## src/rtl/rename_recovery_ctrl.sv

```systemverilog
// -----------------------------------------------------------------------------
// rename_recovery_ctrl
//
// Purpose:
//   Restores rename state after a flush raised at retirement. The sequence is:
//   freeze the front end, walk the squashed ROB range from youngest to oldest
//   returning every allocated physical destination to the free list, load the
//   rename RAT from the retirement RAT snapshot, then release the pipeline.
//   The block also arbitrates the free-list push port. Commit-side frees always
//   win the port, and recovery-walk frees use it only when it is idle.
//
// Ports:
//   CLK, RESET                  clock, synchronous active-high reset
//   fROB_flushReq_IN            one-cycle flush request (honoured in IDLE only)
//   fROB_flushHead_IN           oldest squashed ROB entry (inclusive)
//   fROB_curTail_IN             ROB tail (next free slot)
//   fROB_full_IN                ROB full flag, qualifies head == tail
//   tROB_probeIdx_OUT           ROB entry being probed during the walk
//   fROB_probeDestReqd_IN       probed entry allocated a destination
//   fROB_probePhysDest_IN       probed entry's physical destination
//   fCommit_freeReq_IN          commit frees a previous mapping
//   fCommit_freeData_IN         physical register freed by commit
//   fFreeL_full_IN              free list full (stalls walk frees only)
//   tFreeL_pushReq_OUT          registered free-list push strobe
//   tFreeL_pushData_OUT         registered free-list push data
//   fRRAT_data_IN               retirement RAT, entry i at [i*W +: W]
//   tRenRatOverwrite_OUT        rename RAT overwrite strobe
//   tRenRatOverwriteData_OUT    snapshot to load, held until the next capture
//   tFrontEnd_freeze_OUT        stalls fetch/decode/rename while recovering
//   tROB_flushDone_OUT          one-cycle recovery-complete pulse
// -----------------------------------------------------------------------------
//
// state       | meaning
// ------------+---------------------------------------------------------------
// S_IDLE      | waiting for a flush; only commit frees use the push port
// S_WALK      | probing squashed entries youngest->oldest, freeing their dests
// S_OVERWRITE | one-cycle rename RAT load from the captured RRAT snapshot
// S_DONE      | one-cycle completion pulse, then back to S_IDLE
//
module rename_recovery_ctrl #(
    parameter int PHYSREGS_DEPTH = 6,
    parameter int ROB_ADDRWIDTH  = 6,
    parameter int RENRAT_WIDTH   = PHYSREGS_DEPTH,
    parameter int RENRAT_DEPTH   = 32
) (
    input  logic                                 CLK,
    input  logic                                 RESET,

    input  logic                                 fROB_flushReq_IN,
    input  logic [ROB_ADDRWIDTH-1:0]             fROB_flushHead_IN,
    input  logic [ROB_ADDRWIDTH-1:0]             fROB_curTail_IN,
    input  logic                                 fROB_full_IN,

    output logic [ROB_ADDRWIDTH-1:0]             tROB_probeIdx_OUT,
    input  logic                                 fROB_probeDestReqd_IN,
    input  logic [PHYSREGS_DEPTH-1:0]            fROB_probePhysDest_IN,

    input  logic                                 fCommit_freeReq_IN,
    input  logic [PHYSREGS_DEPTH-1:0]            fCommit_freeData_IN,

    input  logic                                 fFreeL_full_IN,
    output logic                                 tFreeL_pushReq_OUT,
    output logic [PHYSREGS_DEPTH-1:0]            tFreeL_pushData_OUT,

    input  logic [RENRAT_WIDTH*RENRAT_DEPTH-1:0] fRRAT_data_IN,
    output logic                                 tRenRatOverwrite_OUT,
    output logic [RENRAT_WIDTH*RENRAT_DEPTH-1:0] tRenRatOverwriteData_OUT,

    output logic                                 tFrontEnd_freeze_OUT,
    output logic                                 tROB_flushDone_OUT
);

    // The count needs one extra bit so that a full ROB (2^ROB_ADDRWIDTH
    // squashed entries) can be represented.
    localparam int CNT_W = ROB_ADDRWIDTH + 1;
    localparam logic [CNT_W-1:0] CNT_FULL = {1'b1, {ROB_ADDRWIDTH{1'b0}}};
    localparam logic [CNT_W-1:0] CNT_ONE  = CNT_W'(1);
    localparam int SNAP_W = RENRAT_WIDTH * RENRAT_DEPTH;

    typedef enum logic [1:0] {
        S_IDLE      = 2'd0,
        S_WALK      = 2'd1,
        S_OVERWRITE = 2'd2,
        S_DONE      = 2'd3
    } state_e;

    state_e                      state_q, state_d;
    logic [ROB_ADDRWIDTH-1:0]    ptr_q, ptr_d;
    logic [CNT_W-1:0]            count_q, count_d;
    logic                        push_q, push_d;
    logic [PHYSREGS_DEPTH-1:0]   push_data_q, push_data_d;
    logic [SNAP_W-1:0]           snap_q, snap_d;

    logic [ROB_ADDRWIDTH-1:0]    span;
    logic                        walk_step;

    always_comb begin
        state_d     = state_q;
        ptr_d       = ptr_q;
        count_d     = count_q;
        snap_d      = snap_q;
        push_d      = 1'b0;
        push_data_d = '0;
        walk_step   = 1'b0;
        span        = fROB_curTail_IN - fROB_flushHead_IN;

        // A commit free owns the push port in every state. It never checks the
        // full flag because the free list cannot overflow on commit frees.
        if (fCommit_freeReq_IN) begin
            push_d      = 1'b1;
            push_data_d = fCommit_freeData_IN;
        end

        unique case (state_q)
            S_IDLE: begin
                if (fROB_flushReq_IN) begin
                    ptr_d = fROB_curTail_IN - ROB_ADDRWIDTH'(1);
                    if (span == '0 && !fROB_full_IN) begin
                        // Nothing squashed: go straight to the RAT load.
                        count_d = '0;
                        snap_d  = fRRAT_data_IN;
                        state_d = S_OVERWRITE;
                    end else begin
                        // head == tail with full set covers the whole ROB.
                        count_d = (span == '0) ? CNT_FULL : {1'b0, span};
                        state_d = S_WALK;
                    end
                end
            end

            S_WALK: begin
                walk_step = !fCommit_freeReq_IN && !fFreeL_full_IN;
                if (walk_step) begin
                    if (fROB_probeDestReqd_IN) begin
                        push_d      = 1'b1;
                        push_data_d = fROB_probePhysDest_IN;
                    end
                    ptr_d   = ptr_q - ROB_ADDRWIDTH'(1);
                    count_d = count_q - CNT_ONE;
                    if (count_q == CNT_ONE) begin
                        // Capture the RRAT on the edge that enters OVERWRITE.
                        snap_d  = fRRAT_data_IN;
                        state_d = S_OVERWRITE;
                    end
                end
            end

            S_OVERWRITE: state_d = S_DONE;

            S_DONE:      state_d = S_IDLE;

            default:     state_d = S_IDLE;
        endcase
    end

    always_ff @(posedge CLK) begin
        if (RESET) begin
            state_q     <= S_IDLE;
            ptr_q       <= '0;
            count_q     <= '0;
            push_q      <= 1'b0;
            push_data_q <= '0;
            snap_q      <= '0;
        end else begin
            state_q     <= state_d;
            ptr_q       <= ptr_d;
            count_q     <= count_d;
            push_q      <= push_d;
            push_data_q <= push_data_d;
            snap_q      <= snap_d;
        end
    end

    // All outputs are decoded from registers only.
    assign tROB_probeIdx_OUT        = ptr_q;
    assign tFreeL_pushReq_OUT       = push_q;
    assign tFreeL_pushData_OUT      = push_data_q;
    assign tRenRatOverwrite_OUT     = (state_q == S_OVERWRITE);
    assign tRenRatOverwriteData_OUT = snap_q;
    assign tFrontEnd_freeze_OUT     = (state_q != S_IDLE);
    assign tROB_flushDone_OUT       = (state_q == S_DONE);

endmodule

```

## config.mk

```make
export PLATFORM = sky130hd
export DESIGN_NAME = rename_recovery_ctrl
export DESIGN_NICKNAME = d
export VERILOG_FILES = /design/src/rtl/rename_recovery_ctrl.sv
export SDC_FILE = /design/constraint.sdc
export NUM_CORES = 1
export LEC_CHECK = 0
export BUFFER_PORTS_ARGS = -buffer_cell sky130_fd_sc_hd__buf_2
export CAP_MARGIN = 20
export CELL_PAD_IN_SITES_DETAIL_PLACEMENT = 1
export CELL_PAD_IN_SITES_GLOBAL_PLACEMENT = 1
export CORE_ASPECT_RATIO = 1.1
export CORE_MARGIN = 4
export CORE_UTILIZATION = 32
export DETAILED_ROUTE_END_ITERATION = 16
export PLACE_DENSITY_LB_ADDON = 0.1
export SLEW_MARGIN = 25
export SYNTH_ARGS = -nofsm -noshare
export SYNTH_HDL_FRONTEND = slang
export SYNTH_SLANG_ARGS = --single-unit
export TNS_END_PERCENT = 30
```

## constraint.sdc

```tcl
create_clock -name CLK -period 2.5 [get_ports CLK]
set_input_delay 0.5 -clock CLK [delete_from_list [all_inputs] [get_ports CLK]]
set_output_delay 0.5 -clock CLK [all_outputs]
set_load 0.05 [all_outputs]
```

==> impl_results.md <==
- Slew @ Worst Pin: roughly 650 ps
- Reg2Reg Setup Slack: ~260 ps
- Die width: about 180 um
- Power Total: about 16 mW
- Routed length per instance: ~17 um
- Chip height: between 150 and 200 um
- Worst setup EP type: register
- Fin nets: 1695
- Mux cell area share after synthesis: around a fifth
- Status: completed
- Worst Hold Class: in2reg
- CP Max Fanout: 19
- P per Cell Area: 1120 nW/um^2
- Final Cycle Share: a little over nine tenths
- Number of flops mapped to enable cells by yosys: 0
- Syn_area_per_cell: roughly 10 um^2
- Worst Setup Path Type: in2reg
- Total Wirelength: between 30000 and 40000 um
- Syn. warnings: 0
- Max Slew Vio Count: 0
- Cell Chain, Critical Path: buf_2, inv_1, ha_1, fa_2, nand2b_1, o2bb2ai_1, mux2i_1, nand4_1, o2bb2ai_4, buf_12, buf_12, mux2i_1
- Placed Cells: between 1.5k and 2k
- Cell taking the most area after synthesis: dfxtp_1
- Share of the synthesized area in the top cell type: a little over two fifths
- Design Area, Final: about 14000 um^2
- Post-layout util: between 40% and 50%
- # DRC: 0
- Num rows: 68
- Max cap viols: 0
- Cell variety after synth: 46
- Main synth FF type: dfxtp_1
- Post-DP Area: roughly 13000 um^2
- Via count: around 8.6k
- Htree depth: 1
- Setup-failing EPs final: 0
- Gate Count Post-Synth: around 1.0k
- Post-synth ARST share: 0%
- Synth Area in Compound Gates: between 3 and 4%
- Clock Skews: approximately 23 ps
- CTS tree: built
- Adder-Cell Fraction of Synth Area: between 1.5 and 2%
- Pre-antenna DRT Iters: 4
- Total GRT Usage: between 10% and 20%
- Area contributors post-synth: dfxtp_1, nand2b_1, mux2i_1
- Setup slack after layout: around 150 ps
- Layout cell share with drive strength beyond 1: 35.5%
- Initial antenna violation count: 12
- CP max stage delay: about 370 ps
- Initial Util: 32.6%
- Synth Area in Simple Gates: about 27%
- Core area: roughly 31000 um^2
- Non-Filler Instances: approximately 1.9k
- Max clock buf depth: 3
- Worst setup SP type: input pin
- Main combinational cell family by area after synthesis: simple AND/OR/NAND/NOR gates
- Post-Synth XOR/XNOR Area: less than 1%
- Initial DRC count: roughly 260
- Largest net degree at the start of global routing: between 100 and 150
- Vias in the first global route: 8876
- Clock tree root driver cell: clkbuf_16
- CTS Buf Count: 26
- CTS Sinks: approximately 210
- WP data required: roughly 2900 ps
- Slowest-stage cell, CP: fa_2
- #FFs+latches synth: 214
- Post-DR vias/cell: between 4 and 5
- VDD IR max: 0.000561 V
- Mapped Area: between 10000 and 15000 um^2
- Global route overflow: 0
- Mapped Nets: 1268
- Final HPWL DP: about 25000 um
- Die ar.: between 30000 and 40000 um^2
- Clock Latency Late Sink: between 500 and 600 ps
- Worst rel slew slack: between 50% and 60%
- Setup slack at placement: -379 ps
- I/O Buffers: 430
- Number of nets with antenna violations after routing: 0
- # IOs: approximately 430
- Critical Path AT: 2790 ps
- LEAKAGE: slightly above 6 nW
- Area growth syn-to-layout: 35.3%
- Seq/Total Area, Yosys: about two fifths
- Placer congestion estimate: approximately 0.74
- Highest Clock Rate: approximately 430 MHz
- Clock slew at reported path FFs: 60 ps
- Final hold violations: 0
- First-pass GRT wire length: approximately 48000 um
- Final worst path period need: 2350 ps
-- critical path, delay by kind of cell --
| family | cells | cell delay (ps) |
|---|---|---|
| adder cells (fa/ha/maj) | 2 | 560 |
| buffers and inverters | 4 | 510 |
| AO/OA/AOI/OAI | 2 | 410 |
| multiplexers | 2 | 390 |
| AND/OR/NAND/NOR | 2 | 380 |
-- registers in the layout, indices dropped and copies added, names as in the netlist --
signal,flops
tRenRatOverwriteData_OUT,192
count_q,7
tROB_probeIdx_OUT,6
tFreeL_pushReq_OUT,1
state_q,2
tFreeL_pushData_OUT,6
-- metrics by stage --
stage                     hold slack, ps  setup TNS (ps)
after floorplan                      458               0
after global placement               454          -49710
after detailed placement             459          -59290
after CTS                            179               0
after global routing                 200           -9.19
final                                209               0
-- layout by cell type, fill, tap and decap left out, types with 3 or more instances in the layout --
cell type / Yosys / layout
mux2i_1: 201 / 200
dfxtp_1: 214 / 214
diode_2: 0 / 7
buf_2: 2 / 429
nand3_1: 3 / 3
nand2_1: 16 / 16
ha_1: 13 / 13
inv_1: 13 / 13
buf_12: 11 / 16
clkbuf_16: 0 / 27
nand4_1: 3 / 3
clkbuf_8: 0 / 10
a31oi_1: 4 / 4
buf_4: 1 / 26
nor2_1: 22 / 22
nand2b_1: 388 / 388
o21ai_0: 11 / 11
a22oi_1: 8 / 8
clkbuf_1: 49 / 3
bufinv_16: 0 / 3
a21oi_1: 16 / 16
nor3_1: 9 / 9
clkinv_2: 0 / 4
-- metal layers --
layer	wire [um]	vias to the layer above	global-route usage [%]	part of all wire, %
met1	12200	4013	19.0	38
met5	64	-	0	0.20
met2	15900	269	30.6	50
met4	950	8	5.54	3.0
li1	-	4240	-	-
met3	2700	58	5.69	8.5
-- path summary, 6_finish.rpt --
| kind | depth (start not counted) | startpoint | end |
|---|---|---|---|
| setup / recovery | 12 | fROB_curTail_IN[0] | tRenRatOverwriteData_OUT[46]$_SDFFE_PP0P_ |
| hold / removal | 3 | fROB_probePhysDest_IN[1] | tFreeL_pushData_OUT[1]$_SDFF_PP0_ |
| hold reg to reg | 2 | tRenRatOverwriteData_OUT[181]$_SDFFE_PP0P_ | tRenRatOverwriteData_OUT[181]$_SDFFE_PP0P_ |
| setup reg to reg | 8 | count_q[0]$_SDFFE_PP0P_ | tRenRatOverwriteData_OUT[46]$_SDFFE_PP0P_ |
-- cell families after synthesis --
family,after synthesis
AND/OR/NAND/NOR,455
flip-flops,214
multiplexers,202
buffers and inverters,87
AO/OA/AOI/OAI,55
adder cells (fa/ha/maj),14
XOR/XNOR,4
-- timing repair --
action                     4_1_cts  5_1_grt
hold buffers                     0        0
buffers inserted                 0        1
resized for setup                0        3
setup endpoints to repair        0        1
-- synth_stat cells (all sizes together), types with 3 or more instances --
cell,n
inv,13
a21oi,16
mux2i,201
ha,13
o21ai,11
buf,25
nand4,3
nand3,3
nand2b,388
nor2,22
nor3,9
a31oi,4
dfxtp,214
nand2,16
clkbuf,49
a22oi,8
-- area by class of cell --
type                            count  area, um^2
Antenna cell                        7        17.5
Clock buffer                       39         811
Clock inverter                      8         119
Fill cell                        3724       17600
Inverter                           13        48.8
Multi-Input combinational cell    730        5380
Sequential cell                   214        4280
Tap cell                          420         526
Timing Repair Buffer              473        2700
-- power breakdown --
group	internal (mW)	total [mW]	switching, mW
clock	2.53	4.02	1.49
combinational	2.27	6.94	4.67
sequential	4.19	4.64	0.444
total	9.00	15.6	6.60
Note: power is estimated with default switching activity, not from simulation.
